`config.mk`:
```
export PLATFORM = sky130hd
export DESIGN_NAME = eeprom_req_arb
export DESIGN_NICKNAME = d
export VERILOG_FILES = /design/src/rtl/eeprom_req_arb.sv
export SDC_FILE = /design/constraint.sdc
export NUM_CORES = 1
export LEC_CHECK = 0
export BUFFER_PORTS_ARGS = -buffer_cell sky130_fd_sc_hd__clkbuf_2
export CAP_MARGIN = 0
export CORE_UTILIZATION = 50
export DETAILED_ROUTE_END_ITERATION = 6
export PLACE_DENSITY_LB_ADDON = 0.08
export SYNTH_ARGS = -nofsm -noshare
export SYNTH_HDL_FRONTEND = slang
export SYNTH_SLANG_ARGS = --single-unit
```
`constraint.sdc`:
```
create_clock -name sysclk -period 2.05 [get_ports sysclk]
set_input_delay 0.205 -clock sysclk [delete_from_list [all_inputs] [get_ports sysclk]]
set_output_delay 0.205 -clock sysclk [all_outputs]
set_load 0.03 [all_outputs]
```
`src/rtl/eeprom_req_arb.sv`:
```
// Round-robin sequencer sharing the iic_com byte engine between requesters A and B,
// enforcing the post-write tWR idle time. Optional watchdog: define EEPROM_ARB_WATCHDOG_EN.
module eeprom_req_arb #(
    parameter int unsigned TWR_CYCLES     = 250000
`ifdef EEPROM_ARB_WATCHDOG_EN
    ,
    parameter int unsigned TIMEOUT_CYCLES = 2000000
`endif
) (
    input  logic       sysclk,
    input  logic       rst_n,
    input  logic       req_a,
    input  logic       we_a,
    input  logic [7:0] addr_a,
    input  logic [7:0] wdata_a,
    output logic       ack_a,
    output logic [7:0] rdata_a,
    output logic       err_a,
    input  logic       req_b,
    input  logic       we_b,
    input  logic [7:0] addr_b,
    input  logic [7:0] wdata_b,
    output logic       ack_b,
    output logic [7:0] rdata_b,
    output logic       err_b,
    output logic [1:0] start_sig,
    output logic [7:0] addr_sig,
    output logic [7:0] wrdata,
    input  logic [7:0] rddata,
    input  logic       done_sig,
    output logic       iic_rst_n,
    output logic       busy
);

    localparam int unsigned TWR_W = 18;

    typedef enum logic [1:0] {S_IDLE, S_RUN, S_TWR} state_t;

    state_t             state_q, state_d;
    logic               grant_q, grant_d;     // last/current owner: 0 = A, 1 = B
    logic               we_q, we_d;
    logic [1:0]         start_q, start_d;
    logic [7:0]         addr_q, addr_d;
    logic [7:0]         wdata_q, wdata_d;
    logic               ack_a_q, ack_a_d, ack_b_q, ack_b_d;
    logic [7:0]         rdata_a_q, rdata_a_d, rdata_b_q, rdata_b_d;
    logic [TWR_W-1:0]   twr_cnt_q, twr_cnt_d;
    logic               busy_q, busy_d;
    logic               pick_b;
    logic               pick_we;

`ifdef EEPROM_ARB_WATCHDOG_EN
    localparam int unsigned WD_W = 21;
    logic [WD_W-1:0]    wd_cnt_q, wd_cnt_d;
    logic               err_a_q, err_a_d, err_b_q, err_b_d;
    logic               iic_rst_n_q, iic_rst_n_d;
    logic               rst_hold_q, rst_hold_d;
`endif

    // Both requesting: the one not served last wins.
    assign pick_b  = req_b & (~req_a | ~grant_q);
    assign pick_we = pick_b ? we_b : we_a;

    always_comb begin
        state_d   = state_q;
        grant_d   = grant_q;
        we_d      = we_q;
        start_d   = start_q;
        addr_d    = addr_q;
        wdata_d   = wdata_q;
        ack_a_d   = 1'b0;
        ack_b_d   = 1'b0;
        rdata_a_d = rdata_a_q;
        rdata_b_d = rdata_b_q;
        twr_cnt_d = twr_cnt_q;
`ifdef EEPROM_ARB_WATCHDOG_EN
        wd_cnt_d    = wd_cnt_q;
        err_a_d     = 1'b0;
        err_b_d     = 1'b0;
        rst_hold_d  = 1'b0;
        iic_rst_n_d = ~rst_hold_q;
`endif

        case (state_q)
            S_IDLE: begin
                if (req_a | req_b) begin
                    grant_d = pick_b;
                    we_d    = pick_we;
                    addr_d  = pick_b ? addr_b : addr_a;
                    wdata_d = pick_b ? wdata_b : wdata_a;
                    start_d = {~pick_we, pick_we};
                    state_d = S_RUN;
`ifdef EEPROM_ARB_WATCHDOG_EN
                    wd_cnt_d = '0;
`endif
                end
            end
            S_RUN: begin
                if (done_sig) begin
                    start_d   = 2'b00;
                    ack_a_d   = ~grant_q;
                    ack_b_d   = grant_q;
                    twr_cnt_d = '0;
                    if (!we_q) begin
                        if (grant_q) rdata_b_d = rddata;
                        else         rdata_a_d = rddata;
                    end
                    state_d = we_q ? S_TWR : S_IDLE;
                end
`ifdef EEPROM_ARB_WATCHDOG_EN
                // Engine freezes when start drops, so an abort also resets it for two cycles.
                else if (wd_cnt_q == WD_W'(TIMEOUT_CYCLES - 1)) begin
                    start_d     = 2'b00;
                    err_a_d     = ~grant_q;
                    err_b_d     = grant_q;
                    iic_rst_n_d = 1'b0;
                    rst_hold_d  = 1'b1;
                    state_d     = S_IDLE;
                end else begin
                    wd_cnt_d = wd_cnt_q + 1'b1;
                end
`endif
            end
            S_TWR: begin
                if (twr_cnt_q == TWR_W'(TWR_CYCLES - 1)) state_d = S_IDLE;
                else                                     twr_cnt_d = twr_cnt_q + 1'b1;
            end
            default: state_d = S_IDLE;
        endcase

        busy_d = (state_d != S_IDLE);
    end

    always_ff @(posedge sysclk or negedge rst_n) begin
        if (!rst_n) begin
            state_q   <= S_IDLE;
            grant_q   <= 1'b1;
            we_q      <= 1'b0;
            start_q   <= 2'b00;
            addr_q    <= '0;
            wdata_q   <= '0;
            ack_a_q   <= 1'b0;
            ack_b_q   <= 1'b0;
            rdata_a_q <= '0;
            rdata_b_q <= '0;
            twr_cnt_q <= '0;
            busy_q    <= 1'b0;
`ifdef EEPROM_ARB_WATCHDOG_EN
            wd_cnt_q    <= '0;
            err_a_q     <= 1'b0;
            err_b_q     <= 1'b0;
            iic_rst_n_q <= 1'b1;
            rst_hold_q  <= 1'b0;
`endif
        end else begin
            state_q   <= state_d;
            grant_q   <= grant_d;
            we_q      <= we_d;
            start_q   <= start_d;
            addr_q    <= addr_d;
            wdata_q   <= wdata_d;
            ack_a_q   <= ack_a_d;
            ack_b_q   <= ack_b_d;
            rdata_a_q <= rdata_a_d;
            rdata_b_q <= rdata_b_d;
            twr_cnt_q <= twr_cnt_d;
            busy_q    <= busy_d;
`ifdef EEPROM_ARB_WATCHDOG_EN
            wd_cnt_q    <= wd_cnt_d;
            err_a_q     <= err_a_d;
            err_b_q     <= err_b_d;
            iic_rst_n_q <= iic_rst_n_d;
            rst_hold_q  <= rst_hold_d;
`endif
        end
    end

    assign start_sig = start_q;
    assign addr_sig  = addr_q;
    assign wrdata    = wdata_q;
    assign ack_a     = ack_a_q;
    assign ack_b     = ack_b_q;
    assign rdata_a   = rdata_a_q;
    assign rdata_b   = rdata_b_q;
    assign busy      = busy_q;
`ifdef EEPROM_ARB_WATCHDOG_EN
    assign err_a     = err_a_q;
    assign err_b     = err_b_q;
    assign iic_rst_n = iic_rst_n_q;
`else
    assign err_a     = 1'b0;
    assign err_b     = 1'b0;
    assign iic_rst_n = 1'b1;
`endif

endmodule

```
==> results of run 1 <==
[stage by stage]
stage          power (W)  cells  setup WS, ns  utilization [%]  hold WS (ns)
2_1_floorplan    0.00328    245         0.440                -       -0.0906
3_3_place_gp     0.00390    393         0.217             62.4         0.241
3_5_place_dp     0.00395    393         0.181             62.4         0.239
4_1_cts          0.00489    410         0.158             66.0         0.107
5_1_grt          0.00513    410        0.0332             66.0         0.114
6_report         0.00483    410         0.160             66.0         0.125
[power by group]
| group | internal [W] | switching (W) | total (W) |
|---|---|---|---|
| Combinational | 0.000680 | 0.00137 | 0.00205 |
| Clock | 0.000499 | 0.000428 | 0.000927 |
| Sequential | 0.00159 | 0.000260 | 0.00185 |
| Total | 0.00277 | 0.00206 | 0.00483 |
[layout make-up]
| cell class | instances | area, µm² |
|---|---|---|
| flip-flops and latches | 59 | 1480 |
| fillers | 428 | 1750 |
| clock buffers | 13 | 159 |
| clock inverters | 3 | 15.0 |
| multi-input cells | 170 | 1150 |
| inverters | 4 | 15.0 |
| repair buffers | 91 | 490 |
| well taps | 70 | 87.6 |
[worst paths after layout]
check | endpoint | startpoint
max | busy | twr_cnt_q[0]
min | rdata_b[2] | rddata[2]
max reg2reg | busy | twr_cnt_q[0]
min reg2reg | wrdata[2] | wrdata[2]
max in group asynchronous | grant_q | rst_n
min in group asynchronous | twr_cnt_q[2] | rst_n
[critical path, cell delays in order (launching register included)]
cell,delay [ns]
dfrtp_1,0.38
ha_1,0.19
and3_1,0.23
nand4_1,0.18
o21ai_2,0.46
o21ai_2,0.11
or2_1,0.24
[Yosys cell counts]
cell / n / area share (%)
a21boi_0: 1 / 0.28
a21boi_1: 1 / 0.28
a21o_1: 1 / 0.28
a21oi_1: 4 / 0.74
a31oi_1: 1 / 0.23
and3_1: 7 / 1.6
and3_2: 1 / 0.28
and4_1: 1 / 0.33
and4bb_2: 1 / 0.46
buf_2: 2 / 0.37
buf_4: 4 / 1.1
clkbuf_1: 6 / 0.84
conb_1: 2 / 0.28
dfrtp_1: 58 / 54
dfstp_2: 1 / 0.98
ha_1: 1 / 0.46
inv_1: 4 / 0.56
mux2_2: 17 / 7.1
mux2i_1: 24 / 8.9
nand2_1: 32 / 4.5
nand2b_1: 4 / 0.93
nand3_1: 9 / 1.7
nand3b_2: 1 / 0.42
nand4_1: 2 / 0.46
nand4_2: 1 / 0.46
nor2_1: 10 / 1.4
nor2b_1: 1 / 0.23
nor3_1: 1 / 0.19
nor3_4: 2 / 1.2
nor4_1: 2 / 0.46
o211ai_1: 2 / 0.56
o21ai_0: 29 / 5.4
o21ai_1: 1 / 0.19
o21ai_2: 2 / 0.65
o311ai_0: 1 / 0.33
o31ai_1: 4 / 1.1
o41ai_1: 1 / 0.33
or2_1: 1 / 0.23
or4_1: 1 / 0.28
[cell families after synthesis]
family	after synthesis	synth area share (%)
compound gates	48	10.4
fa+ha+maj	1	0.465
buf+inv	16	2.88
flops	59	54.9
mux	41	16.0
other cells	2	0.279
simple gates	77	15.1
[what timing repair did]
item                                    CTS  global route
endpoints found under the hold margin    58             0
endpoints found under the setup margin    0             0
hold buffers                              1             0
[state kept, by name, summed over array words and instances (netlist names)]
signal / cells
grant_q: 1
busy: 1
addr_sig: 8
wrdata: 8
start_sig: 2
ack_b: 1
twr_cnt_q: 18
state_q: 2
rdata_a: 8
we_q: 1
ack_a: 1
rdata_b: 8
[layer usage]
layer / vias up / track usage (%) / routed length [µm] / share of wire, %
li1: 1046 / - / - / -
met1: 974 / 26.3 / 2340 / 43
met2: 60 / 30.2 / 2670 / 50
met3: 14 / 6.75 / 254 / 4.7
met4: 0 / 10.1 / 124 / 2.3
met5: - / 0 / 0 / 0
==> results.md, run 1 <==
* Setup TNS at 0 ns
* Clk_lat worst skew at 0.33 ns
* Seq/Total Area, Yosys at a little over half
* Initial Utilization at approximately 52%
* P per Cell Area at 1420 nW/µm²
* Status: complete, no violations
* Root buf cell: clkbuf_8
* Chip width at 75.4 µm
* Row cnt at 26
* Nets at 383
* Worst slew margin at ~52%
* Largest net degree at the start of global routing at 60
* Max Clock Skew at 0.00640 ns
* Most common cell after layout, fill and taps aside: clkbuf_2
* Post-DP HPWL at 3960 µm
* Total GRT Usage at 20.1%
* Slew Limit Fails at 0
* Leakage at around 1.7 nW
* Final Cell Area at about 3400 µm²
* Die Y at about 75 µm
* Crit path max fanout at 12
* Total number of vias at 2094
* Port Buffer Count at a little over 80
* Final WL at 5390 µm
* Synth Instances at 244
* Placed instance area at around 3200 µm²
* Layout area overhead at 26.0%
* Setup-failing EPs final at 0
* Sink Count at 59
* Resized cells post-CTS at 0
* Period utilisation layout at about 92%
* I/O pin total at 87
* Startpoint types: flip-flop
* Bufs on Longest Clock Path at 2
* Peak VDD IR at roughly 1000 µV
* Core Box Area at around 5100 µm²
* Initial drt markers at 85
* Setup Fix Bufs, Post-CTS at 0
* Num CTS Buffers at 9
* Fraction of layout cells with a size suffix above 1 at between 30% and 40%
* Antenna violations before repair at 0
* Synth warn at 0
* HP Class: input port to flip-flop
* Worst EP arrival at roughly 2.1 ns
* Number of antenna-violating nets in the routed design at 0
* Final min period at between 1.5 and 2 ns
* Die Area at 5680 µm²
* First-pass GRT wire length at 8350 µm
* Total gr overflow at 0
* Drt wl/cell at ~13 µm
* Most frequent cells in the layout: clkbuf_2 (83), dfrtp_1 (58), nand2_1 (32), o21ai_0 (28), mux2i_1 (24)
* Reg2reg path depth at 6
* Yosys reg bits at between 50 and 60
* Reg clk slew, reported paths at roughly 0.07 ns
* Setup slack, reg-to-reg at between 0.15 and 0.2 ns
* Average cell area after synthesis at between 10 and 15 µm²
* Vias in the first global route at 1888
* Synth cell types at 39
* F_max at roughly 530 MHz
* DRT Pass-1 Iters at 4
* N_diodes at 0
* Worst-Margin Slew at 0.724 ns
* CTS tree: done
* RePlAce Congestion at approximately 0.86
* DR DRC count at 0
* Cell area after synthesis at roughly 2700 µm²
* Critical path class: flip-flop to flip-flop
* H-tree depth at 3
* Hold Violations, Final at 0
* RSZ-0062 raised after global routing: no
* Critical Path Sink Type: flip-flop
* Worst hold stages at 2
* Crit path required time at about 2.3 ns
* Vias per cell at between 5 and 6
* Max Cap Viol at 0
Note: power is estimated with default switching activity, not from simulation.
==> run 2: changes to the inputs <==
Settings changed: GPL_ROUTABILITY_DRIVEN from default to 1, RECOVER_POWER from default to 50, REMOVE_ABC_BUFFERS from default to 1.
==> run 2 against run 1 <==
Effect of this change:
- hold slack got worse by 0.0086 ns
- final area rose by 1.4%
- via count grew 1.2%
- critical path depth unchanged
- global-route usage shrank 0.057 points
- clock skew rose by 0.0014 ns
- sequential share of layout area decreased by 0.62 points
- first-iteration DRC count grew 7.1%
- critical endpoint is now twr_cnt_q[15]
==> results.md, run 2 (same netlist as run 1, synthesis figures left out) <==
* Max Cap Viol at 0 (unchanged)
* Setup-failing EPs final at 0 (unchanged)
* Fraction of layout cells with a size suffix above 1 at 34.1% (-4.7 points)
* Die Y at 75.4 µm (unchanged)
* Psw at 0.00206 W (-0.21%)
* Chip width at 75.4 µm (unchanged)
* Clk_lat worst skew at 0.33 ns (about the same)
* Num CTS Buffers at 9 (unchanged)
* HP Class: input port to flip-flop
* Fin worst setup slack at 0.202 ns (+0.0416 ns)
* Pre-CTS setup slack at 0.161 ns (-0.0196 ns)
* Met1 usage at 26.4% (+0.11 points)
* Final hold slack at 0.117 ns (-0.00858 ns)
* Status: complete, no violations
* Startpoint types: flip-flop
* N_diodes at 0 (unchanged)
* Initial drt markers at 91 (+7.1%)
* Combinational power share at 39.4% (-3.1 points)
* Leakage at 1.69 nW (-1.2%)
* Layout area overhead at 27.8%
* Setup Fix Bufs, Post-CTS at 0 (unchanged)
* Crit path max fanout at 12 (unchanged)
* I/O pin total at 87 (unchanged)
* Max Clock Skew at 0.00779 ns (+0.00139 ns)
* Most common cell after layout, fill and taps aside: clkbuf_2
* Max reg flops at 18 (unchanged)
* Number of antenna-violating nets in the routed design at 0 (unchanged)
* Slew Limit Fails at 0 (unchanged)
* Crit path required time at 2.31 ns (+0.05 ns)
* Vias per cell at 5.17 (+1.2%)
* Port Buffer Count at 83 (unchanged)
* Top Usage Layer GRT: met2
* Sink Count at 59 (unchanged)
* Die Area at 5680 µm² (unchanged)
* Met2 usage at 30.4% (+0.20 points)
* Drt wl/cell at 12.9 µm (-1.9%)
* H-tree depth at 3 (unchanged)
* Critical Path Sink Type: flip-flop
* Nets at 383 (unchanged)
* Met3 Use GR at 7.41% (+0.66 points)
* Bufs on Longest Clock Path at 2 (unchanged)
* CTS tree: done
* Vias in the first global route at 1869 (-1.0%)
* Pint at 0.00308 W (+11%)
* Worst EP arrival at 2.11 ns (about the same)
* Switching Fraction at 40.1% (-2.6 points)
* Initial Utilization at 52.4% (unchanged)
* Final min period at 1.85 ns (-0.0416 ns)
* Most frequent cells in the layout: clkbuf_2 (68), dfrtp_1 (58), nand2_1 (32), o21ai_0 (29), mux2i_1 (24)
* Post-DP HPWL at 3760 µm (-5.0%)
* DRT Pass-1 Iters at 6 (+2)
* First-pass GRT wire length at 8320 µm (-0.34%)
* Largest net degree at the start of global routing at 60 (unchanged)
* Hold Violations, Final at 0 (unchanged)
* Total gr overflow at 0 (unchanged)
* Worst slew margin at 7.45% (-44 points)
* Root buf cell: clkbuf_8
* Critical path class: flip-flop to flip-flop
* RSZ-0062 raised after global routing: no
* Total number of vias at 2119 (+1.2%)
* Row cnt at 26 (unchanged)
* RePlAce Congestion at 0.825 (-3.7%)
* Total GRT Usage at 20.1% (-0.057 points)
* Fillers at 438 (+2.3%)
* Reg clk slew, reported paths at 0.06 ns (about the same)
* Clk pwr share at 24.8% (+5.6 points)
* Peak VDD IR at 1030 µV (-0.70%)
* Final WL at 5290 µm (-1.9%)
* P per Cell Area at 1490 nW/µm² (+4.8%)
* Sequential Power Share at 35.8% (-2.5 points)
* Largest register by flop count: twr_cnt_q
* F_max at 541 MHz (+2.2%)
* Period utilisation layout at 90.2% (-2.0 points)
* Core Box Area at 5140 µm² (unchanged)
* DR DRC count at 0 (unchanged)
* Worst-Margin Slew at 1.39 ns (+0.664 ns)
* Antenna violations before repair at 0 (unchanged)
run 2: changes by cell type in the layout (fill, tap and decap cells not counted):
cell	previous run	this run
buf_4	6	5
bufinv_16	0	3
clkbuf_1	2	17
clkbuf_2	83	68
clkbuf_8	11	10
clkinv_2	3	2
o21ai_0	28	29
o21ai_2	3	1
o21ai_4	0	1
run 2: final cells by class:
type                       count  area (µm²)  share of cell area (%)
sequential                    59        1480                    42.9
multi-input combinational    170        1150                    33.5
timing repair buffer          91         468                    13.6
clock buffer                  11         141                    4.11
clock inverter                 5         100                    2.91
tap                           70        87.6                    2.54
inverter                       4        15.0                   0.436
run 2: timing repair:
action	4_1_cts	5_1_grt
hold buffers	1	0
endpoints found under the setup margin	0	1
endpoints found under the hold margin	58	0
resized for setup	0	1
run 2: worst max-delay path, stage by stage, from the launching register on:
cell	delay (ns)
dfrtp_1	0.40
ha_1	0.23
and3_1	0.23
nand4_1	0.20
o21ai_4	0.14
nor4_1	0.36
mux2i_1	0.21
run 2: final timing paths:
path / startpoint / end / slack (ns) / cells after the start
max in group asynchronous: rst_n / busy / 0.37 / 3
min reg2reg: addr_sig[4] / addr_sig[4] / 0.48 / 2
max: twr_cnt_q[0] / twr_cnt_q[15] / 0.20 / 6
min: rddata[1] / rdata_b[1] / 0.12 / 2
min in group asynchronous: rst_n / twr_cnt_q[4] / 0.82 / 3
max reg2reg: twr_cnt_q[0] / twr_cnt_q[15] / 0.20 / 6
run 2: routing by layer:
layer	wire [µm]	up-vias
li1	-	1052
met1	2420	1007
met2	2530	55
met3	262	5
met4	70	0
met5	0	-
run 2: power groups by stage:
stage               Combinational (W)  Sequential (W)  Clock (W)
floorplan                    0.000732         0.00252          0
global placement              0.00206         0.00184          0
detailed placement            0.00208         0.00186          0
CTS                           0.00209         0.00184    0.00130
global route                  0.00221         0.00190    0.00135
finish                        0.00202         0.00184    0.00127
run 2: metrics by stage:
stage	power [W]	instance area [µm²]	instances	util [%]	setup TNS, ns
floorplan	0.00325	2630	233	-	-9.28
finish	0.00513	3440	410	67.0	0
global route	0.00546	3440	410	67.0	0
CTS	0.00523	3470	410	67.6	0
detailed placement	0.00394	3220	393	62.7	0
global placement	0.00390	3220	393	62.7	0
